[config.mk]
export PLATFORM = sky130hd
export DESIGN_NAME = e_redirect_flat
export DESIGN_NICKNAME = d
export VERILOG_FILES = /design/src/rtl/e_redirect_pkg.sv /design/src/rtl/e_redirect_if.sv /design/src/rtl/e_redirect_br_cmp.sv /design/src/rtl/e_redirect.sv /design/src/flat_wrapper.sv
export SDC_FILE = /design/constraint.sdc
export NUM_CORES = 1
export LEC_CHECK = 0
export CAP_MARGIN = 40
export CORE_ASPECT_RATIO = 1.25
export CORE_UTILIZATION = 35
export DETAILED_ROUTE_END_ITERATION = 8
export GPL_ROUTABILITY_DRIVEN = 0
export GPL_TIMING_DRIVEN = 0
export PLACE_DENSITY_LB_ADDON = 0.3
export SYNTH_ARGS = -nofsm -noshare
export SYNTH_HDL_FRONTEND = slang
export SYNTH_HIERARCHICAL = 1
export SYNTH_SLANG_ARGS = --single-unit
[constraint.sdc]
create_clock -name clk_i -period 2.9 [get_ports clk_i]
set_input_delay 0.29 -clock clk_i [delete_from_list [all_inputs] [get_ports clk_i]]
set_output_delay 0.29 -clock clk_i [all_outputs]
set_load 0.01 [all_outputs]
[src/rtl/e_redirect_pkg.sv]
// e_redirect_pkg: shared opcode and branch funct3 encodings, E register
// layout and the control-flow target helper used by the execute stage.
package e_redirect_pkg;

  localparam logic [6:0] OP_BRANCH = 7'b1100011;
  localparam logic [6:0] OP_JAL    = 7'b1101111;
  localparam logic [6:0] OP_JALR   = 7'b1100111;

  localparam logic [2:0] BR_BEQ  = 3'b000;
  localparam logic [2:0] BR_BNE  = 3'b001;
  localparam logic [2:0] BR_BLT  = 3'b100;
  localparam logic [2:0] BR_BGE  = 3'b101;
  localparam logic [2:0] BR_BLTU = 3'b110;
  localparam logic [2:0] BR_BGEU = 3'b111;

  // Control-flow operands captured in the D->E pipeline register.
  typedef struct packed {
    logic [6:0]  opcode;
    logic [2:0]  funct3;
    logic [31:0] pc;
    logic [31:0] rs1;
    logic [31:0] rs2;
    logic [31:0] imm;
    logic        valid;
  } e_reg_t;

  // JALR drops bit 0 of rs1+imm; BRANCH and JAL are PC-relative.
  // Both sums wrap modulo 2^32.
  function automatic logic [31:0] calc_target(input logic [6:0]  opcode,
                                              input logic [31:0] pc,
                                              input logic [31:0] rs1,
                                              input logic [31:0] imm);
    logic [31:0] sum;
    if (opcode == OP_JALR) begin
      sum = rs1 + imm;
      sum[0] = 1'b0;
    end else begin
      sum = pc + imm;
    end
    return sum;
  endfunction

endpackage

[src/rtl/e_redirect_if.sv]
// e_redirect_if: decode-to-execute operand bus plus the redirect outputs
// that fetch consumes. The slave side is the execute stage.
interface e_redirect_if;
  logic        E_stall_i;
  logic        E_bubble_i;
  logic [6:0]  d_opcode_i;
  logic [2:0]  d_funct3_i;
  logic [31:0] d_pc_i;
  logic [31:0] d_rs1_i;
  logic [31:0] d_rs2_i;
  logic [31:0] d_imm_i;
  logic [6:0]  E_opcode_o;
  logic        e_Cnd_o;
  logic [31:0] e_valE_o;
  logic [31:0] e_link_o;
  logic        e_misalign_o;
  logic        E_valid_o;

  modport master (
    output E_stall_i, E_bubble_i, d_opcode_i, d_funct3_i, d_pc_i,
           d_rs1_i, d_rs2_i, d_imm_i,
    input  E_opcode_o, e_Cnd_o, e_valE_o, e_link_o, e_misalign_o, E_valid_o
  );

  modport slave (
    input  E_stall_i, E_bubble_i, d_opcode_i, d_funct3_i, d_pc_i,
           d_rs1_i, d_rs2_i, d_imm_i,
    output E_opcode_o, e_Cnd_o, e_valE_o, e_link_o, e_misalign_o, E_valid_o
  );
endinterface

[src/rtl/e_redirect_br_cmp.sv]
// br_cmp: funct3-driven branch comparator, purely combinational so a later
// branch predictor checker can reuse it.
module br_cmp
  import e_redirect_pkg::*;
(
  input  logic [31:0] rs1_i,
  input  logic [31:0] rs2_i,
  input  logic [2:0]  funct3_i,
  output logic        taken_o
);

  // Select the comparison named by funct3; reserved encodings never take.
  always_comb begin
    taken_o = 1'b0;
    case (funct3_i)
      BR_BEQ:  taken_o = (rs1_i == rs2_i);
      BR_BNE:  taken_o = (rs1_i != rs2_i);
      BR_BLT:  taken_o = ($signed(rs1_i) <  $signed(rs2_i));
      BR_BGE:  taken_o = ($signed(rs1_i) >= $signed(rs2_i));
      BR_BLTU: taken_o = (rs1_i <  rs2_i);
      BR_BGEU: taken_o = (rs1_i >= rs2_i);
      default: taken_o = 1'b0;
    endcase
  end

endmodule

[src/rtl/e_redirect.sv]
// e_redirect: execute-stage control-flow resolution. Holds the D->E
// register, resolves BRANCH/JAL/JALR, drives the fetch redirect and squashes
// the two wrong-path instructions that follow a taken redirect.
module e_redirect
  import e_redirect_pkg::*;
#(
  parameter logic [31:0] RESET_PC = 32'h8000_0000
) (
  input  logic      clk_i,
  input  logic      rst_i,
  e_redirect_if.slave bus
);

  e_reg_t      e_q, e_d;
  logic        squash_q, squash_d;
  logic        cmp_taken;
  logic        taken;
  logic        misalign;
  logic        redirect_ok;
  logic [31:0] target;

  br_cmp u_br_cmp (
    .rs1_i    (e_q.rs1),
    .rs2_i    (e_q.rs2),
    .funct3_i (e_q.funct3),
    .taken_o  (cmp_taken)
  );

  // Decide whether the live instruction in E changes control flow.
  always_comb begin
    taken = 1'b0;
    if (e_q.valid) begin
      case (e_q.opcode)
        OP_JAL, OP_JALR: taken = 1'b1;
        OP_BRANCH:       taken = cmp_taken;
        default:         taken = 1'b0;
      endcase
    end
  end

  assign target      = calc_target(e_q.opcode, e_q.pc, e_q.rs1, e_q.imm);
  assign misalign    = taken & target[1];
  assign redirect_ok = taken & ~misalign;

  assign bus.e_Cnd_o      = redirect_ok & ~bus.E_stall_i;
  assign bus.e_valE_o     = bus.e_Cnd_o ? target : 32'h0;
  assign bus.e_misalign_o = misalign;
  assign bus.E_opcode_o   = (e_q.valid & ~misalign) ? e_q.opcode : 7'h0;
  assign bus.E_valid_o    = e_q.valid;
  assign bus.e_link_o     = e_q.pc + 32'd4;

  // Next E contents: stall holds everything, otherwise decode's instruction
  // is captured and killed while redirecting, squashing or bubbling.
  always_comb begin
    e_d      = e_q;
    squash_d = squash_q;
    if (!bus.E_stall_i) begin
      e_d.opcode = bus.d_opcode_i;
      e_d.funct3 = bus.d_funct3_i;
      e_d.pc     = bus.d_pc_i;
      e_d.rs1    = bus.d_rs1_i;
      e_d.rs2    = bus.d_rs2_i;
      e_d.imm    = bus.d_imm_i;
      e_d.valid  = 1'b1;
      if (redirect_ok) begin
        e_d.valid = 1'b0;
        squash_d  = 1'b1;
      end else if (squash_q) begin
        e_d.valid = 1'b0;
        squash_d  = 1'b0;
      end else if (bus.E_bubble_i) begin
        e_d.valid = 1'b0;
      end
    end
  end

  // E register and squash counter with synchronous reset.
  always_ff @(posedge clk_i) begin
    if (rst_i) begin
      e_q      <= '0;
      e_q.pc   <= RESET_PC;
      squash_q <= 1'b0;
    end else begin
      e_q      <= e_d;
      squash_q <= squash_d;
    end
  end

endmodule

[src/flat_wrapper.sv]
// flat-port wrapper written by rule: the top's interface ports become plain ports
module e_redirect_flat import e_redirect_pkg::*;
#(
  parameter logic [31:0] RESET_PC = 32'h8000_0000
)
  (clk_i, rst_i, bus_E_stall_i, bus_E_bubble_i, bus_d_opcode_i, bus_d_funct3_i, bus_d_pc_i, bus_d_rs1_i, bus_d_rs2_i, bus_d_imm_i, bus_E_opcode_o, bus_e_Cnd_o, bus_e_valE_o, bus_e_link_o, bus_e_misalign_o, bus_E_valid_o);
  e_redirect_if bus_i ();
  input  logic clk_i;
  input  logic rst_i;
  input wire logic [$bits(bus_i.E_stall_i)-1:0] bus_E_stall_i;
  input wire logic [$bits(bus_i.E_bubble_i)-1:0] bus_E_bubble_i;
  input wire logic [$bits(bus_i.d_opcode_i)-1:0] bus_d_opcode_i;
  input wire logic [$bits(bus_i.d_funct3_i)-1:0] bus_d_funct3_i;
  input wire logic [$bits(bus_i.d_pc_i)-1:0] bus_d_pc_i;
  input wire logic [$bits(bus_i.d_rs1_i)-1:0] bus_d_rs1_i;
  input wire logic [$bits(bus_i.d_rs2_i)-1:0] bus_d_rs2_i;
  input wire logic [$bits(bus_i.d_imm_i)-1:0] bus_d_imm_i;
  output wire logic [$bits(bus_i.E_opcode_o)-1:0] bus_E_opcode_o;
  output wire logic [$bits(bus_i.e_Cnd_o)-1:0] bus_e_Cnd_o;
  output wire logic [$bits(bus_i.e_valE_o)-1:0] bus_e_valE_o;
  output wire logic [$bits(bus_i.e_link_o)-1:0] bus_e_link_o;
  output wire logic [$bits(bus_i.e_misalign_o)-1:0] bus_e_misalign_o;
  output wire logic [$bits(bus_i.E_valid_o)-1:0] bus_E_valid_o;
  assign bus_i.E_stall_i = bus_E_stall_i;
  assign bus_i.E_bubble_i = bus_E_bubble_i;
  assign bus_i.d_opcode_i = bus_d_opcode_i;
  assign bus_i.d_funct3_i = bus_d_funct3_i;
  assign bus_i.d_pc_i = bus_d_pc_i;
  assign bus_i.d_rs1_i = bus_d_rs1_i;
  assign bus_i.d_rs2_i = bus_d_rs2_i;
  assign bus_i.d_imm_i = bus_d_imm_i;
  assign bus_E_opcode_o = bus_i.E_opcode_o;
  assign bus_e_Cnd_o = bus_i.e_Cnd_o;
  assign bus_e_valE_o = bus_i.e_valE_o;
  assign bus_e_link_o = bus_i.e_link_o;
  assign bus_e_misalign_o = bus_i.e_misalign_o;
  assign bus_E_valid_o = bus_i.E_valid_o;
  e_redirect #(.RESET_PC(RESET_PC)) u_core (.clk_i(clk_i), .rst_i(rst_i), .bus(bus_i));
endmodule
# Yosys cells after proc, flatten, opt, wreduce, memory -nomap -nowiden
# Index checks and enable logic that the tools add are counted.
[totals]
regBits = 140
in_bits = 142
output_inout_bits = 74
[classes]
addsub = 3
magnitude_cmp = 4
n_eq_ne = 10
mux = 10
bitwise_logic = 6
reduce_logical = 2
[op_table]
columns = ["op", "n"]
rows = [
  ["adder 32 bit", 2],
  ["greater-or-equal comparator 32 bit", 2],
  ["< comparator 32 bit", 2],
  ["two-way mux 32 bit", 2],
  ["adder 32 x 3 -> 32 bit (second input constant)", 1],
  ["equality test 32 bit", 1],
  ["!= test 32 bit", 1],
  ["equality test 7 bit (second input constant)", 3],
  ["equality test 3 bit (second input constant)", 4],
  ["two-way mux 7 bit", 1],
  ["one-hot mux 1 bit (6 select lines)", 1],
  ["two-way mux 1 bit", 5],
  ["AND 1 bit", 4],
  ["equality test 3 x 1 -> 1 bit (second input constant)", 1],
  ["zero test 3 bit", 1],
  ["inverter 1 bit", 2],
  ["one-hot mux 1 bit (2 select lines)", 1],
  ["OR reduction 2 bit", 1],
]

# Depth between registers and ports, before layout
[logic_depth]
depth_word = 9
mapped_depth = 15

# Hierarchy
# Netlist, hierarchy kept.
[modules_own_cells]
columns = ["module", "instances", "cells_per_inst", "area_each_um2", "seq_area_each_um2"]
rows = [
  ["e_redirect", 1, 1072, 9067.4, 2802.7],
  ["br_cmp", 1, 128, 923.4, 0.0],
]

# Worst setup path before layout
# No wires, ideal clock.
[synth_timing]
path_kind = "register to output"
startpoint = "reg u_core/e_q[66] (netlist name)"
endpoint = "out bus_e_valE_o[16]"
t_arrival_ns = 2.996
required_time_ns = 2.610
path_slack_ns = -0.386
path_stages_with_launch = 14
path_buffers = 2
cell_sequence = "dfxtp_1 > ha_1 > nor2b_1 > o211ai_1 > a21oi_1 > o311a_1 > o311a_1 > nor3_2 > nor2b_1 > o211ai_1 > or3_1 > clkbuf_1 > clkbuf_1 > a21oi_1"
[synth_via]
elab_chain_len = 9
word_cells_on_any_way = 16
classes_between = "1 x add/sub; 4 x order compare; 2 x eq/ne; 5 x mux; 4 x bitwise"
[synth_lines]
columns = ["element", "line", "source"]
rows = [
  ["from (decl)", "e_redirect.sv:14", "e_reg_t e_q, e_d;"],
  ["greater-or-equal comparator 32 bit, or another cell as far along", "e_redirect_br_cmp.sv:21", "BR_BGEU: taken_o = (rs1_i >= rs2_i);"],
  ["one-hot mux 1 bit (6 select lines) *", "e_redirect_br_cmp.sv:15", "case (funct3_i)"],
  ["named net u_core.cmp_taken", "e_redirect.sv:16", "logic cmp_taken;"],
  ["one-hot mux 1 bit (2 select lines) *", "e_redirect.sv:33", "case (e_q.opcode)"],
  ["two-way mux 1 bit *", "e_redirect.sv:32", "if (e_q.valid) begin"],
  ["AND 1 bit", "e_redirect.sv:42", "assign misalign = taken & target[1];"],
  ["inverter 1 bit", "e_redirect.sv:43", "assign redirect_ok = taken & ~misalign;"],
  ["AND 1 bit *", "e_redirect.sv:43", ""],
  ["AND 1 bit *", "e_redirect.sv:45", "assign bus.e_Cnd_o = redirect_ok & ~bus.E_stall_i;"],
  ["two-way mux 32 bit *", "e_redirect.sv:46", "assign bus.e_valE_o = bus.e_Cnd_o ? target : 32'h0;"],
  ["to (decl)", "flat_wrapper.sv:20", "output wire logic [$bits(bus_i.e_valE_o)-1:0] bus_e_valE_o;"],
]
# The timed path passes the listed nets; every way through them passes the cells marked *.

# Worst setup path in the final report
[layout_timing]
startpoint = "reg u_core/e_q[61] (netlist name)"
endpoint = "out bus_e_valE_o[22]"
# The elaborated chain is that of the path after synthesis.

==> reports/qor.txt <==
DRC: 0
Final worst-path cycle share: 1.38
Total CTS buffers: 17
Power, Total: 5.65 mW
Largest net degree at the start of global routing: 17
Pre-CTS setup slack: -1.46 ns
Slew HR: 0.368
Pre-Repair DR Iteration Count: 5
Layout cell share with drive strength beyond 1: 0.187
#FFs+latches synth: 140
DR WL/cell: 18.1 um
Num rows: 68
Final setup viols: 42
Register area share after synthesis: 0.281
Async SR Flop Fraction: 0
Die X: 153 um
Pleak: 6.26 nW
Combinational share of power: 0.245
YS warnings: 6
Filler cell count: 2612
Clk_lat worst skew: 0.44 ns
Seq pwr share: 0.388
CTS H-tree lvls: 4
CTS tree: built
Layout area overhead: 43.0%
Pwr dens: 395 nW/um^2
Crit path capture type: output pin
Core ar.: 27800 sq um
Sw power: 1.79 mW
Run status: finished, violations left
Int Pwr: 3.85 mW
PortBufs: 212
GRT Residual Overflow: 0
Antenna Cells: 0
Final period demand of the worst path: 4.00 ns
Setup tns final: -38.87 ns
Worst-Margin Slew: 0.935 ns
Hold WC Path Type: input pin to flip-flop
Post-synth EDFFs: 0
Synth Flop Type: dfxtp_1
Synth top area cells: dfxtp_1, mux2i_1, ha_1
Design area: 14300 sq um
Initial Util: 0.359
Clk slew on worst S/H paths: 0.06 ns
Maximum Capacitance Violations: 0
Placed Instance Area: 12800 sq um
Max Clock Skew: 0.00724 ns
DP HPWL: 26000 um
Clock sink count: 140
Nets: 1709
Syn Inst Count: 1200
Critical Path AT: 3.71 ns
Post-route setup slack: -1.10 ns
Vias in the first global route: 9460
Syn avg cell area: 8.33 sq um
Max IR drop VDD: 0.361 mV
I/O Pins: 216
Crit-path max FO: 6
CTS root buf: clkbuf_16
DRT iter0 DRCs: 516
Final Hold Viols: 0
Crit Path Class: flip-flop to output pin
Critical path data required time: 2.61 ns
GR Util All Layers: 0.226
DR vias/cell: 5.28
Initial antenna violation count: 0
Yosys top cell area share: 0.281
Setup crit start kind: flip-flop
Slew Viols, Final: 0
First-pass GRT wire length: 50600 um
Synth area leader: dfxtp_1
Fmax achieved: 250 MHz
Sw Share: 0.317
Post-Syn Area: 9990 sq um
Clock power frac: 0.368
Failing checks: setup timing
Die Area: 29200 sq um
Syn Nets: 1438
Max clock buf depth: 2
Top post-synthesis cells by count: nor2_1, dfxtp_1, mux2i_1, a21oi_1, ha_1
RSZ-0062 raised after global routing: true
Vias: 9683
Antenna viol nets, final: 0
Final WL: 33300 um
Count leader, synth: nor2_1
Chip Height: 191 um
Netlist cell types: 69
Util after Layout: 0.513
[layer usage]
layer | vias to the layer above | part of all wire | GRT usage
met2 | 296 | 0.49 | 0.402
met1 | 4523 | 0.43 | 0.270
met3 | 61 | 0.043 | 0.0297
met5 | - | 0 | 0
li1 | 4803 | - | -
met4 | 0 | 0.034 | 0.0995
[through the flow]
| stage | std cells | hold WS, ns |
|---|---|---|
| final | 1834 | 0.401 |
| after global routing | 1834 | 0.444 |
| after CTS | 1826 | 0.403 |
| after detailed placement | 1767 | 0.466 |
| after global placement | 1762 | 0.463 |
| after floorplan | 1200 | 0.434 |
[registers in the layout (all words and copies together), names as in the netlist]
register / count
u_core/e_q: 138
u_core/bus.E_valid_o: 1
u_core/squash_q: 1
[critical path, cell delays in order (launching register included)]
cell and delay [ns]:
dfxtp_1 0.32, inv_1 0.05, ha_1 0.31, nand4_4 0.17
nor4_4 0.30, buf_4 0.19, o311a_4 0.20, buf_6 0.10
nor4_4 0.04, nor3_2 0.17, nor2b_4 0.20, o211ai_1 0.12
or3_4 0.44, clkbuf_16 0.18, clkbuf_16 0.17, a21oi_4 0.17
buf_6 0.13
[layout by cell type, fill, tap and decap left out, types with 31 or more instances in the layout]
cell	n
a21oi_1	83
buf_6	43
clkbuf_1	34
clkdlybuf4s50_1	163
dfxtp_1	102
dfxtp_2	34
ha_1	77
inv_1	37
mux2i_1	138
nand2_1	74
nor2_1	177
xnor2_1	51
xor2_1	31
[cell type report]
| type | instances | area (sq um) | area share |
|---|---|---|---|
| Multi-Input combinational cell | 954 | 7500 | 0.525 |
| Sequential cell | 140 | 2860 | 0.200 |
| Timing Repair Buffer | 255 | 2490 | 0.174 |
| Clock buffer | 19 | 443 | 0.0310 |
| Tap cell | 350 | 438 | 0.0307 |
| Buffer | 54 | 268 | 0.0187 |
| Inverter | 49 | 186 | 0.0131 |
| Clock inverter | 13 | 106 | 0.00745 |
[kinds of logic (layout without fill, tap and decap cells)]
group,after synthesis,in the layout,synth area share
AOI/OAI and AO/OA,240,240,0.161
xor gates and xnor gates,82,82,0.0719
adders and majority gates,96,96,0.122
buffers and inverters,106,390,0.0411
DFF,140,140,0.281
muxes,140,140,0.140
other,1,1,0.000375
and+or+nand+nor,395,395,0.183
[power groups by stage]
stage	Clock, mW	Combinational, mW	Sequential, mW
3_3_place_gp	0	1.24	2.21
3_5_place_dp	0	1.27	2.22
6_report	2.07	1.38	2.19
2_1_floorplan	0	0.820	2.16
4_1_cts	2.12	1.34	2.18
5_1_grt	2.20	1.51	2.20
[final timing paths]
path	from	end	slack [ns]	cells after the start
setup / recovery	u_core/e_q[61]	bus_e_valE_o[22]	-1.10	16
hold / removal	rst_i	u_core/e_q[118]	0.40	3
setup reg to reg	u_core/e_q[61]	u_core/squash_q	-0.19	15
hold reg to reg	u_core/e_q[63]	u_core/e_q[63]	0.48	2
[timing repair]
item | CTS | global route
pin swaps | 45 | 29
endpoints found under the hold margin | 0 | 0
resized for setup | 292 | 79
setup endpoints to repair | 56 | 49
hold buffers | 0 | 0
cloned | 2 | 0
buffers inserted | 27 | 12
No activity file was read; power rests on OpenSTA's default activity.
